--- config.mk ---
export PLATFORM = sky130hd
export DESIGN_NAME = ram_fifo
export DESIGN_NICKNAME = d
export VERILOG_FILES = /design/src/rtl/ram_fifo_pkg.sv /design/src/rtl/dual_port_ram.sv /design/src/rtl/ram_fifo.sv
export SDC_FILE = /design/constraint.sdc
export NUM_CORES = 1
export LEC_CHECK = 0
export BUFFER_PORTS_ARGS = -buffer_cell sky130_fd_sc_hd__buf_2
export CAP_MARGIN = 20
export CELL_PAD_IN_SITES_DETAIL_PLACEMENT = 1
export CELL_PAD_IN_SITES_GLOBAL_PLACEMENT = 2
export CORE_ASPECT_RATIO = 0.75
export CORE_UTILIZATION = 49
export CTS_BUF_LIST = sky130_fd_sc_hd__clkbuf_4 sky130_fd_sc_hd__clkbuf_8 sky130_fd_sc_hd__clkbuf_16
export DETAILED_ROUTE_END_ITERATION = 8
export PLACE_DENSITY = 0.87
export SLEW_MARGIN = 20
export SYNTH_ARGS = -nofsm -noshare
export SYNTH_HDL_FRONTEND = slang
export SYNTH_SLANG_ARGS = --single-unit
--- constraint.sdc ---
create_clock -name clk -period 5.9 [get_ports clk]
set_input_delay 0.59 -clock clk [delete_from_list [all_inputs] [get_ports clk]]
set_output_delay 0.59 -clock clk [all_outputs]
set_load 0.1 [all_outputs]
--- src/rtl/ram_fifo_pkg.sv ---
// ram_fifo_pkg
//  Shared constants and types for the ram_fifo controller.
//  The DEF_* values are the default build configuration; DEPTH, CNT_WIDTH
//  and ptr_t describe that default build (RAM depth, occupancy width and
//  RAM pointer type).
package ram_fifo_pkg;

    localparam int DEF_ADDR_WIDTH      = 5;
    localparam int DEF_DATA_WIDTH      = 32;
    localparam int DEF_ALMOST_FULL_LVL = 28;

    localparam int DEPTH     = 2 ** DEF_ADDR_WIDTH;
    localparam int CNT_WIDTH = DEF_ADDR_WIDTH + 1;

    typedef logic [DEF_ADDR_WIDTH-1:0] ptr_t;

endpackage

--- src/rtl/dual_port_ram.sv ---
// dual_port_ram
//  Simple dual-port storage: one write port, one read port with a
//  registered output. dout only changes on an edge where read_en is high,
//  so it can serve as the FIFO head slot.
// Ports:
//  clk       in   clock, all logic posedge
//  write_en  in   write strobe
//  waddr     in   write address
//  din       in   write data
//  read_en   in   read strobe; dout loads mem[raddr] at the next edge
//  raddr     in   read address
//  dout      out  registered read data (held while read_en is low)
module dual_port_ram #(
    parameter int ADDR_WIDTH = 5,
    parameter int DATA_WIDTH = 32
) (
    input  logic                  clk,
    input  logic                  write_en,
    input  logic [ADDR_WIDTH-1:0] waddr,
    input  logic [DATA_WIDTH-1:0] din,
    input  logic                  read_en,
    input  logic [ADDR_WIDTH-1:0] raddr,
    output logic [DATA_WIDTH-1:0] dout
);

    logic [DATA_WIDTH-1:0] mem_q [2**ADDR_WIDTH];

    always_ff @(posedge clk) begin
        if (write_en) begin
            mem_q[waddr] <= din;
        end
    end

    always_ff @(posedge clk) begin
        if (read_en) begin
            dout <= mem_q[raddr];
        end
    end

endmodule

--- src/rtl/ram_fifo.sv ---
// ram_fifo
//  Synchronous FIFO controller around a dual_port_ram with a registered
//  read. The RAM output register acts as the head slot, so capacity is
//  2**ADDR_WIDTH + 1 words. Push side is valid/ready, pop side is
//  first-word-fall-through.
//  Optional feature: define RAM_FIFO_WATERMARK_EN to enable the registered
//  almost_full watermark flag; otherwise almost_full is tied to 0.
// Ports:
//  clk          in   clock, all logic posedge
//  sync_reset   in   synchronous active-high reset
//  push         in   write request
//  push_data    in   write word
//  push_ready   out  registered; a push this cycle is accepted
//  pop_valid    out  registered; pop_data holds the head word
//  pop_data     out  head word (RAM dout)
//  pop          in   consume head when pop_valid
//  count        out  total occupancy (RAM + head)
//  overflow     out  sticky: push while !push_ready
//  underflow    out  sticky: pop while !pop_valid
//  almost_full  out  watermark flag (count >= ALMOST_FULL_LVL)
module ram_fifo
    import ram_fifo_pkg::*;
#(
    parameter int ADDR_WIDTH      = DEF_ADDR_WIDTH,
    parameter int DATA_WIDTH      = DEF_DATA_WIDTH,
    parameter int ALMOST_FULL_LVL = DEF_ALMOST_FULL_LVL
) (
    input  logic                  clk,
    input  logic                  sync_reset,
    input  logic                  push,
    input  logic [DATA_WIDTH-1:0] push_data,
    output logic                  push_ready,
    output logic                  pop_valid,
    output logic [DATA_WIDTH-1:0] pop_data,
    input  logic                  pop,
    output logic [ADDR_WIDTH:0]   count,
    output logic                  overflow,
    output logic                  underflow,
    output logic                  almost_full
);

    localparam int RAM_DEPTH = 2 ** ADDR_WIDTH;
    localparam int CNT_W     = ADDR_WIDTH + 1;

    // A watermark above the maximum occupancy could never fire.
    if (ALMOST_FULL_LVL > RAM_DEPTH + 1) begin : g_bad_lvl
        $error("ram_fifo: ALMOST_FULL_LVL exceeds FIFO capacity");
    end

    logic [ADDR_WIDTH-1:0] wr_ptr_q, wr_ptr_d;
    logic [ADDR_WIDTH-1:0] rd_ptr_q, rd_ptr_d;
    logic [CNT_W-1:0]      ram_cnt_q, ram_cnt_d;
    logic [CNT_W-1:0]      count_q, count_d;
    logic                  pop_valid_q, pop_valid_d;
    logic                  push_ready_q, push_ready_d;
    logic                  overflow_q, overflow_d;
    logic                  underflow_q, underflow_d;
    logic                  accept;
    logic                  rd_go;

    // ram_cnt counts only words sitting in the RAM, so a read is never issued
    // to the address being written in the same cycle.
    always_comb begin
        accept       = push & push_ready_q;
        rd_go        = (ram_cnt_q != '0) & (~pop_valid_q | pop);
        wr_ptr_d     = accept ? wr_ptr_q + 1'b1 : wr_ptr_q;
        rd_ptr_d     = rd_go ? rd_ptr_q + 1'b1 : rd_ptr_q;
        ram_cnt_d    = ram_cnt_q + CNT_W'(accept) - CNT_W'(rd_go);
        pop_valid_d  = rd_go ? 1'b1 : (pop ? 1'b0 : pop_valid_q);
        // push_ready looks only at registered state and next RAM count, so
        // a pop never frees space combinationally in the same cycle.
        push_ready_d = (ram_cnt_d != CNT_W'(RAM_DEPTH));
        count_d      = ram_cnt_d + CNT_W'(pop_valid_d);
        overflow_d   = overflow_q | (push & ~push_ready_q);
        underflow_d  = underflow_q | (pop & ~pop_valid_q);
    end

    always_ff @(posedge clk) begin
        if (sync_reset) begin
            wr_ptr_q     <= '0;
            rd_ptr_q     <= '0;
            ram_cnt_q    <= '0;
            count_q      <= '0;
            pop_valid_q  <= 1'b0;
            push_ready_q <= 1'b1;
            overflow_q   <= 1'b0;
            underflow_q  <= 1'b0;
        end else begin
            wr_ptr_q     <= wr_ptr_d;
            rd_ptr_q     <= rd_ptr_d;
            ram_cnt_q    <= ram_cnt_d;
            count_q      <= count_d;
            pop_valid_q  <= pop_valid_d;
            push_ready_q <= push_ready_d;
            overflow_q   <= overflow_d;
            underflow_q  <= underflow_d;
        end
    end

`ifdef RAM_FIFO_WATERMARK_EN
    logic almost_full_q, almost_full_d;

    always_comb begin
        almost_full_d = (32'(count_d) >= 32'(ALMOST_FULL_LVL));
    end

    always_ff @(posedge clk) begin
        if (sync_reset) begin
            almost_full_q <= 1'b0;
        end else begin
            almost_full_q <= almost_full_d;
        end
    end

    assign almost_full = almost_full_q;
`else
    assign almost_full = 1'b0;
`endif

    dual_port_ram #(
        .ADDR_WIDTH (ADDR_WIDTH),
        .DATA_WIDTH (DATA_WIDTH)
    ) u_ram (
        .clk      (clk),
        .write_en (accept),
        .waddr    (wr_ptr_q),
        .din      (push_data),
        .read_en  (rd_go),
        .raddr    (rd_ptr_q),
        .dout     (pop_data)
    );

    assign push_ready = push_ready_q;
    assign pop_valid  = pop_valid_q;
    assign count      = count_q;
    assign overflow   = overflow_q;
    assign underflow  = underflow_q;

endmodule

==> key figures, run 1 <==
Setup path
  • Reg-to-reg setup timing slack: 2350 ps
  • CP Max Fanout: 40
  • Crit. End Element: flop
  • Worst path max stage delay: 1050 ps
  • CP arrival: 3930 ps
  • WP buf/inv: 1
  • Critical path cell sequence: nor2b_4, buf_4, a22o_1, nor3_1, a31oi_1, o221ai_1
  • Setup CP Type: flop to flop
  • Worst path slowest cell: nor2b_4
  • CP top delay family: simple AND/OR/NAND/NOR gates
  • CP Launch Type: flop
  • Worst path required time: 6280 ps

Route
  • First-pass DRT Iterations: 7
  • Final WL: 110 mm
  • Post-route DRC: 0
  • DRT iter0 DRCs: 2482
  • DR vias/cell: 6.21
  • WL per Instance: 32.3 µm
  • Routed Antenna Nets: 0
  • Routed vias: 21099

Global route
  • Via count of the first global-routing pass: 22307
  • Largest net degree at the start of global routing: 120
  • Global route total overflow: 0
  • Global-route wire length before repair: 156 mm
  • Initial antenna violation count: 3
  • Overall Global Routing Usage: 25.3%

STA
  • Fin. max-slew vios: 0
  • RSZ-0062 raised after global routing: false
  • Fmax: 282 MHz
  • Final hold vios: 0
  • Final Skew: 18.8 ps
  • Clock period minus worst slack: between 3000 and 4000 ps
  • Rel. slew slack: between 20% and 30%
  • Worst slew pin tran: ~1200 ps
  • Setup_tns: 0 ps
  • Min Hold Slack: 196 ps
  • Final Cycle Share: 60.1%
  • Final setup viols: 0

Yosys
  • Synth warn: 0
  • Post-synth EDFFs: around 1100
  • Post-synthesis cell area: 41900 µm²
  • Cells after Synth: roughly 2100
  • Syn Area/Cell: 20.3 µm²
  • Post-synthesis cell type with the largest combined area: edfxtp_1
  • Synth cell count leaders: edfxtp_1 (1056), mux2i_1 (322), a22o_1 (96), mux4_2 (94), buf_2 (55)
  • Dominant synthesized flop cell: edfxtp_1
  • Post-synthesis sequential area ratio: 76.9%
  • Most frequent cell after synthesis: edfxtp_1
  • Post-synth ARST share: 0%
  • Area contributors post-synth: edfxtp_1 (76%), mux2i_1 (7.7%), mux4_2 (5.1%), mux4_1 (2.1%), a22o_1 (2.0%)
  • Synth unique cells: 45
  • Yosys reg bits: 1082
  • Syn nets: 2114
  • Area share of the largest cell type after synthesis: 75.7%

Finish
  • Layout cell share with drive strength beyond 1: 19.2%
  • P&R area growth vs syn: 12.6%
  • Nets: 2234

Floorplan
  • Full die area: about 87000 µm²
  • Num ports: 79
  • Die Y: roughly 260 µm
  • Row cnt: 92
  • Core Box Area: between 80000 and 90000 µm²
  • Die Wd: 340 µm
  • Initial core utilization: 49.7%

Clock network
  • TritonCTS Buffers: 103
  • Post-CTS Setup Bufs: 0
  • Skew-Pair Late Insertion Delay: 670 ps
  • Clk slew on worst S/H paths: 60 ps
  • CTS-repair resized insts: 0
  • TritonCTS clock tree: yes
  • # H-tree levels: 3
  • CTS max path bufs: 3
  • Hold-fix buffers, CTS: 0
  • CTS Sinks: 1082
  • Clock root buffer: clkbuf_16

Place
  • IO Port Bufs: 77
  • DP Wirelength: a little under 60 mm
  • Routability cong.: 0.767

Flow run
  • Max-cap viol count: 0

Power and ir drop
  • Peak VDD IR: 344 µV
  • Pleak: 14.7 nW
  • Power density cells: 452 nW/µm²

Outcome
  • Outcome: finished clean

Worst hold path
  • Hold/Removal Path Class: input port to flop
-- area by class of cell --
type | count | area, µm²
Antenna cell | 1 | 2.50
Clock buffer | 122 | 2760
Clock inverter | 68 | 701
Fill cell | 7262 | 37200
Inverter | 15 | 56.3
Multi-Input combinational cell | 853 | 9180
Sequential cell | 1082 | 32200
Tap cell | 1128 | 1410
Timing Repair Buffer | 127 | 823
-- layer usage --
layer  share of wire [%]  up-vias  track usage [%]  wire (µm)
met3                 8.1      193             5.53       8880
met4                 3.1        0             8.39       3350
met5                   0        -                0          0
met1                  41    11254             34.4      45200
met2                  48      907             40.9      52400
li1                    -     8745                -          -
-- final timing paths --
kind                                 start                       end  cells after the start
setup reg to reg  rd_ptr_q[0]$_SDFFE_PP0P_  u_ram.dout[12]$_DFFE_PP_                      6
setup / recovery  rd_ptr_q[0]$_SDFFE_PP0P_  u_ram.dout[12]$_DFFE_PP_                      6
hold reg to reg       underflow$_SDFF_PP0_      underflow$_SDFF_PP0_                      2
hold / removal                        push       overflow$_SDFF_PP0_                      3
-- registers in the layout (all words and copies together), names as in the netlist --
signal	count
rd_ptr_q	5
u_ram.mem_q	1024
push_ready	1
overflow	1
count	6
underflow	1
pop_valid	1
u_ram.dout	32
wr_ptr_q	5
ram_cnt_q	6
-- worst register-to-register path: stages, from the launching register on --
cell	delay [ps]
dfxtp_4	870
nor2b_4	1060
buf_4	610
a22o_1	290
nor3_1	60
a31oi_1	220
o221ai_1	150
-- placed cells by master (no fill, tap or decap), drive strengths merged, types with 3 or more instances in the layout --
cell type,Yosys,final
a21oi,38,38
nor2,51,51
dfxtp,26,26
bufinv,0,14
nand2b,3,3
xnor2,3,3
ha,15,15
o221ai,33,33
clkbuf,24,122
xor2,8,8
inv,15,19
and2,3,3
nand4,4,4
nand3,6,6
mux4,128,128
a22o,96,96
edfxtp,1056,1056
a31oi,32,32
nor3,37,37
clkinvlp,0,5
clkinv,0,45
nand3b,3,3
buf,88,127
nor2b,9,9
nand2,43,43
mux2i,322,322
-- report_power, final --
part	internal, W	switching [W]	total (W)	leakage, nW
Sequential	0.00877	0.000376	0.00914	9.76
Clock	0.00394	0.00285	0.00680	1.71
Combinational	0.00197	0.00341	0.00538	3.25
Total	0.0147	0.00664	0.0213	14.7
-- per-stage QoR --
step	utilization (%)	worst slack, ps	total power, W	area, µm²	std cells
2_1_floorplan	-	1280	0.0133	41900	2062
3_3_place_gp	51.8	2550	0.0145	43700	3205
3_5_place_dp	51.8	2350	0.0146	43700	3205
4_1_cts	55.9	2310	0.0214	47200	3395
5_1_grt	55.9	2220	0.0219	47200	3395
6_report	55.9	2350	0.0213	47200	3396
-- cell families after synthesis --
group / synth area share, %
other: 0.00895
buffers and inverters: 1.82
AO/OA/AOI/OAI: 3.71
multiplexers: 14.9
flip-flops: 76.9
XOR/XNOR: 0.230
AND/OR/NAND/NOR: 1.92
adder cells (fa/ha/maj): 0.496
No activity file was read; power rests on OpenSTA's default activity.
==> run 2, diff against run 1 <==
ABC_AREA = 1   (was default)
CORE_UTILIZATION = 43   (was 49)
PLACE_DENSITY = 0.88   (was 0.87)
clock period = 3.7 ns   (was 5.9 ns; I/O delays follow)
==> key figures, run 2 <==
Power and ir drop
  • Comb pwr share: between 20 and 30%
  • Peak VDD IR: a little under 1000 µV
  • Sw Pwr: 0.0122 W
  • Switching Share: 35.2%
  • Power density cells: 703 nW/µm²
  • Pleak: 17.7 nW
  • Pwr Total: between 0.03 and 0.04 W
  • Part of the power in registers: a little over 40%
  • Int Power: 0.0225 W
  • Clock share of power: 32.0%

Route
  • DRT iter0 DRCs: 3012
  • Routed vias: 29389
  • WL per Instance: ~25 µm
  • Post-route DRC: 10
  • First-pass DRT Iterations: 8
  • Routed Antenna Nets: 0
  • DR vias/cell: between 5 and 6
  • Final WL: 133 mm

Finish
  • Nets: a little under 4000
  • Largest register by flop count: u_ram.mem_q
  • P&R area growth vs syn: 13.5%
  • Layout cell share with drive strength beyond 1: 9.77%
  • Largest registers: u_ram.mem_q (1024), u_ram.dout (32)
  • Most frequent cells in the layout: edfxtp_1 (1056), nand2_1 (965), nor2_1 (599)
  • Max reg flops: 1024
  • Commonest non-fill, non-tap cell in the layout: edfxtp_1
  • Fill cell count: 10398

Setup path
  • Critical path cell sequence: dlygate4sd3_1, buf_2, or2_2, nand2_1, inv_2, ha_1, inv_1, ha_1, fa_1, ha_1, inv_1, nor2_1, nand3_1, a21oi_1
  • Reg-to-reg endpoint: count[4]$_SDFF_PP0_
  • R2R Path Start: pop_valid$_SDFF_PP0_
  • Reg-to-reg setup timing slack: 850 ps
  • WP buf/inv: 5
  • Worst path required time: 4320 ps
  • Setup CP Type: input port to flop
  • Crit. End Element: flop
  • Worst path max stage delay: 590 ps
  • Worst path slowest cell: fa_1
  • CP Launch Type: input port
  • CP most frequent cell: ha_1
  • CP top delay family: adder cells
  • CP Max Fanout: 6
  • R2R depth: 13
  • CP arrival: ~3500 ps

STA
  • RSZ-0062 raised after global routing: false
  • Final hold vios: 0
  • Final Cycle Share: 76.9%
  • Worst slew pin tran: 1120 ps
  • Final Skew: 32.5 ps
  • Final setup viols: 0
  • Min Hold Slack: 79.0 ps
  • Setup_tns: 0 ps
  • Fin. max-slew vios: 0
  • Rel. slew slack: 25.4%
  • Fmax: 351 MHz
  • Clock period minus worst slack: 2850 ps

Clock network
  • Post-CTS Setup Bufs: 0
  • # H-tree levels: 3
  • Clock root buffer: clkbuf_16
  • Skew-Pair Late Insertion Delay: 710 ps
  • TritonCTS clock tree: yes
  • CTS Sinks: 1082
  • CTS-repair resized insts: 0
  • Hold-fix buffers, CTS: 2
  • CTS max path bufs: 3
  • Clk slew on worst S/H paths: 70 ps
  • TritonCTS Buffers: approximately 110

Floorplan
  • Full die area: 103000 µm²
  • Num ports: 79
  • Die Wd: 370 µm
  • Row cnt: 100
  • Die Y: 278 µm
  • Initial core utilization: 43.6%
  • Core Box Area: approximately 100000 µm²

Yosys
  • Post-synthesis sequential area ratio: 74.0%
  • Post-synth EDFFs: 1056
  • Cells after Synth: roughly 3700
  • Synth unique cells: 24
  • Synth warn: 0
  • Syn Area/Cell: 11.7 µm²
  • Syn nets: 3788
  • Yosys reg bits: 1082
  • Area contributors post-synth: edfxtp_1 (73%), nand2_1 (8.3%), nor2_1 (5.4%), nand3_1 (4.6%), o21ai_0 (2.7%)
  • Area share of the largest cell type after synthesis: 72.8%
  • Most frequent cell after synthesis: edfxtp_1
  • Post-synthesis cell area: 43600 µm²
  • Post-synth ARST share: 0%
  • Dominant synthesized flop cell: edfxtp_1
  • Synth cell count leaders: edfxtp_1 (1056), nand2_1 (966), nor2_1 (630), nand3_1 (403), o21ai_0 (236)
  • Post-synthesis cell type with the largest combined area: edfxtp_1

Worst hold path
  • Hold EP: count[1]$_SDFF_PP0_
  • HP Start: sync_reset
  • Hold Path Depth: 2
  • Hold/Removal Path Class: input port to flop

Place
  • IO Port Bufs: 77
  • DP Wirelength: 72.6 mm
  • Routability cong.: 0.792

Outcome
  • Outcome: complete, but fails checks
  • Failing checks: DRC

Global route
  • Overall Global Routing Usage: 25.9%
  • Initial antenna violation count: 7
  • Largest net degree at the start of global routing: 219
  • Global route total overflow: 0
  • Via count of the first global-routing pass: 30347
  • Global-route wire length before repair: slightly below 200 mm

Flow run
  • Max-cap viol count: 0
## run 2: cell types whose count changed in the layout (fill, tap and decap cells not counted), sizes merged, moves of 96 or more
cell | previous run | this run
mux4 | 128 | 0
nor2 | 51 | 630
nand2 | 43 | 966
nand3 | 6 | 403
o21ai | 2 | 264
mux2i | 322 | 0
a22o | 96 | 0
## run 2: worst reg2reg max path, stage by stage (launching register included)
cell	delay [ps]
dfxtp_2	330
inv_1	40
or2_2	310
nand2_1	210
inv_2	70
ha_1	270
inv_1	40
ha_1	210
fa_1	590
ha_1	210
inv_1	50
nor2_1	190
nand3_1	110
a21oi_1	140
## run 2: through the flow
stage	cells	worst slack, ps	utilization, %	instance area [µm²]
2_1_floorplan	3736	242	-	43600
3_3_place_gp	5008	757	45.9	45900
3_5_place_dp	5008	745	45.9	45900
6_report	5208	854	49.5	49400
4_1_cts	5206	853	49.5	49400
5_1_grt	5207	594	49.5	49400
## run 2: how the worst max path moves through the flow
stage               cells past startpoint                     from  slack (ps)             endpoint
floorplan                              15     pop_valid$_SDFF_PP0_         240  count[5]$_SDFF_PP0_
global placement                       16                      pop         760  count[5]$_SDFF_PP0_
detailed placement                     16                      pop         750  count[5]$_SDFF_PP0_
CTS                                    13     pop_valid$_SDFF_PP0_         850  count[4]$_SDFF_PP0_
global route                           14  ram_cnt_q[2]$_SDFF_PP0_         590  count[4]$_SDFF_PP0_
finish                                 14                      pop         850  count[4]$_SDFF_PP0_
## run 2: logic make-up (layout without fill, tap and decap cells)
logic type	Yosys count	count (layout)	share of synthesized area, %
fa+ha+maj	16	16	0.477
buf+inv	287	431	3.08
simple gates	2008	2008	18.5
compound gates	342	342	3.94
other cells	1	3	0.00861
flops	1082	1082	74.0
## run 2: cell type report
type                       instances  area [µm²]  share of cell area, %
antenna                            2        5.00                 0.0101
clock buffer                     136        2940                   5.94
clock inverter                    60         601                   1.21
inverter                          74         307                  0.620
multi-input combinational       2367       10200                   20.7
sequential                      1082       32200                   65.2
tap                             1326        1660                   3.36
timing repair buffer             161        1450                   2.93
## run 2: power groups by stage
stage	Sequential, W	Clock [W]	Combinational (W)
3_3_place_gp	0.0146	0	0.00897
6_report	0.0143	0.0111	0.00931
5_1_grt	0.0143	0.0116	0.0102
2_1_floorplan	0.0159	0	0.00515
3_5_place_dp	0.0146	0	0.00923
4_1_cts	0.0143	0.0113	0.00934
## run 2: layer usage
metal	share of wire, %	global-route usage [%]
met1	45	37.7
met3	6.4	3.70
met5	0.0060	0
met4	2.2	6.16
met2	47	41.0
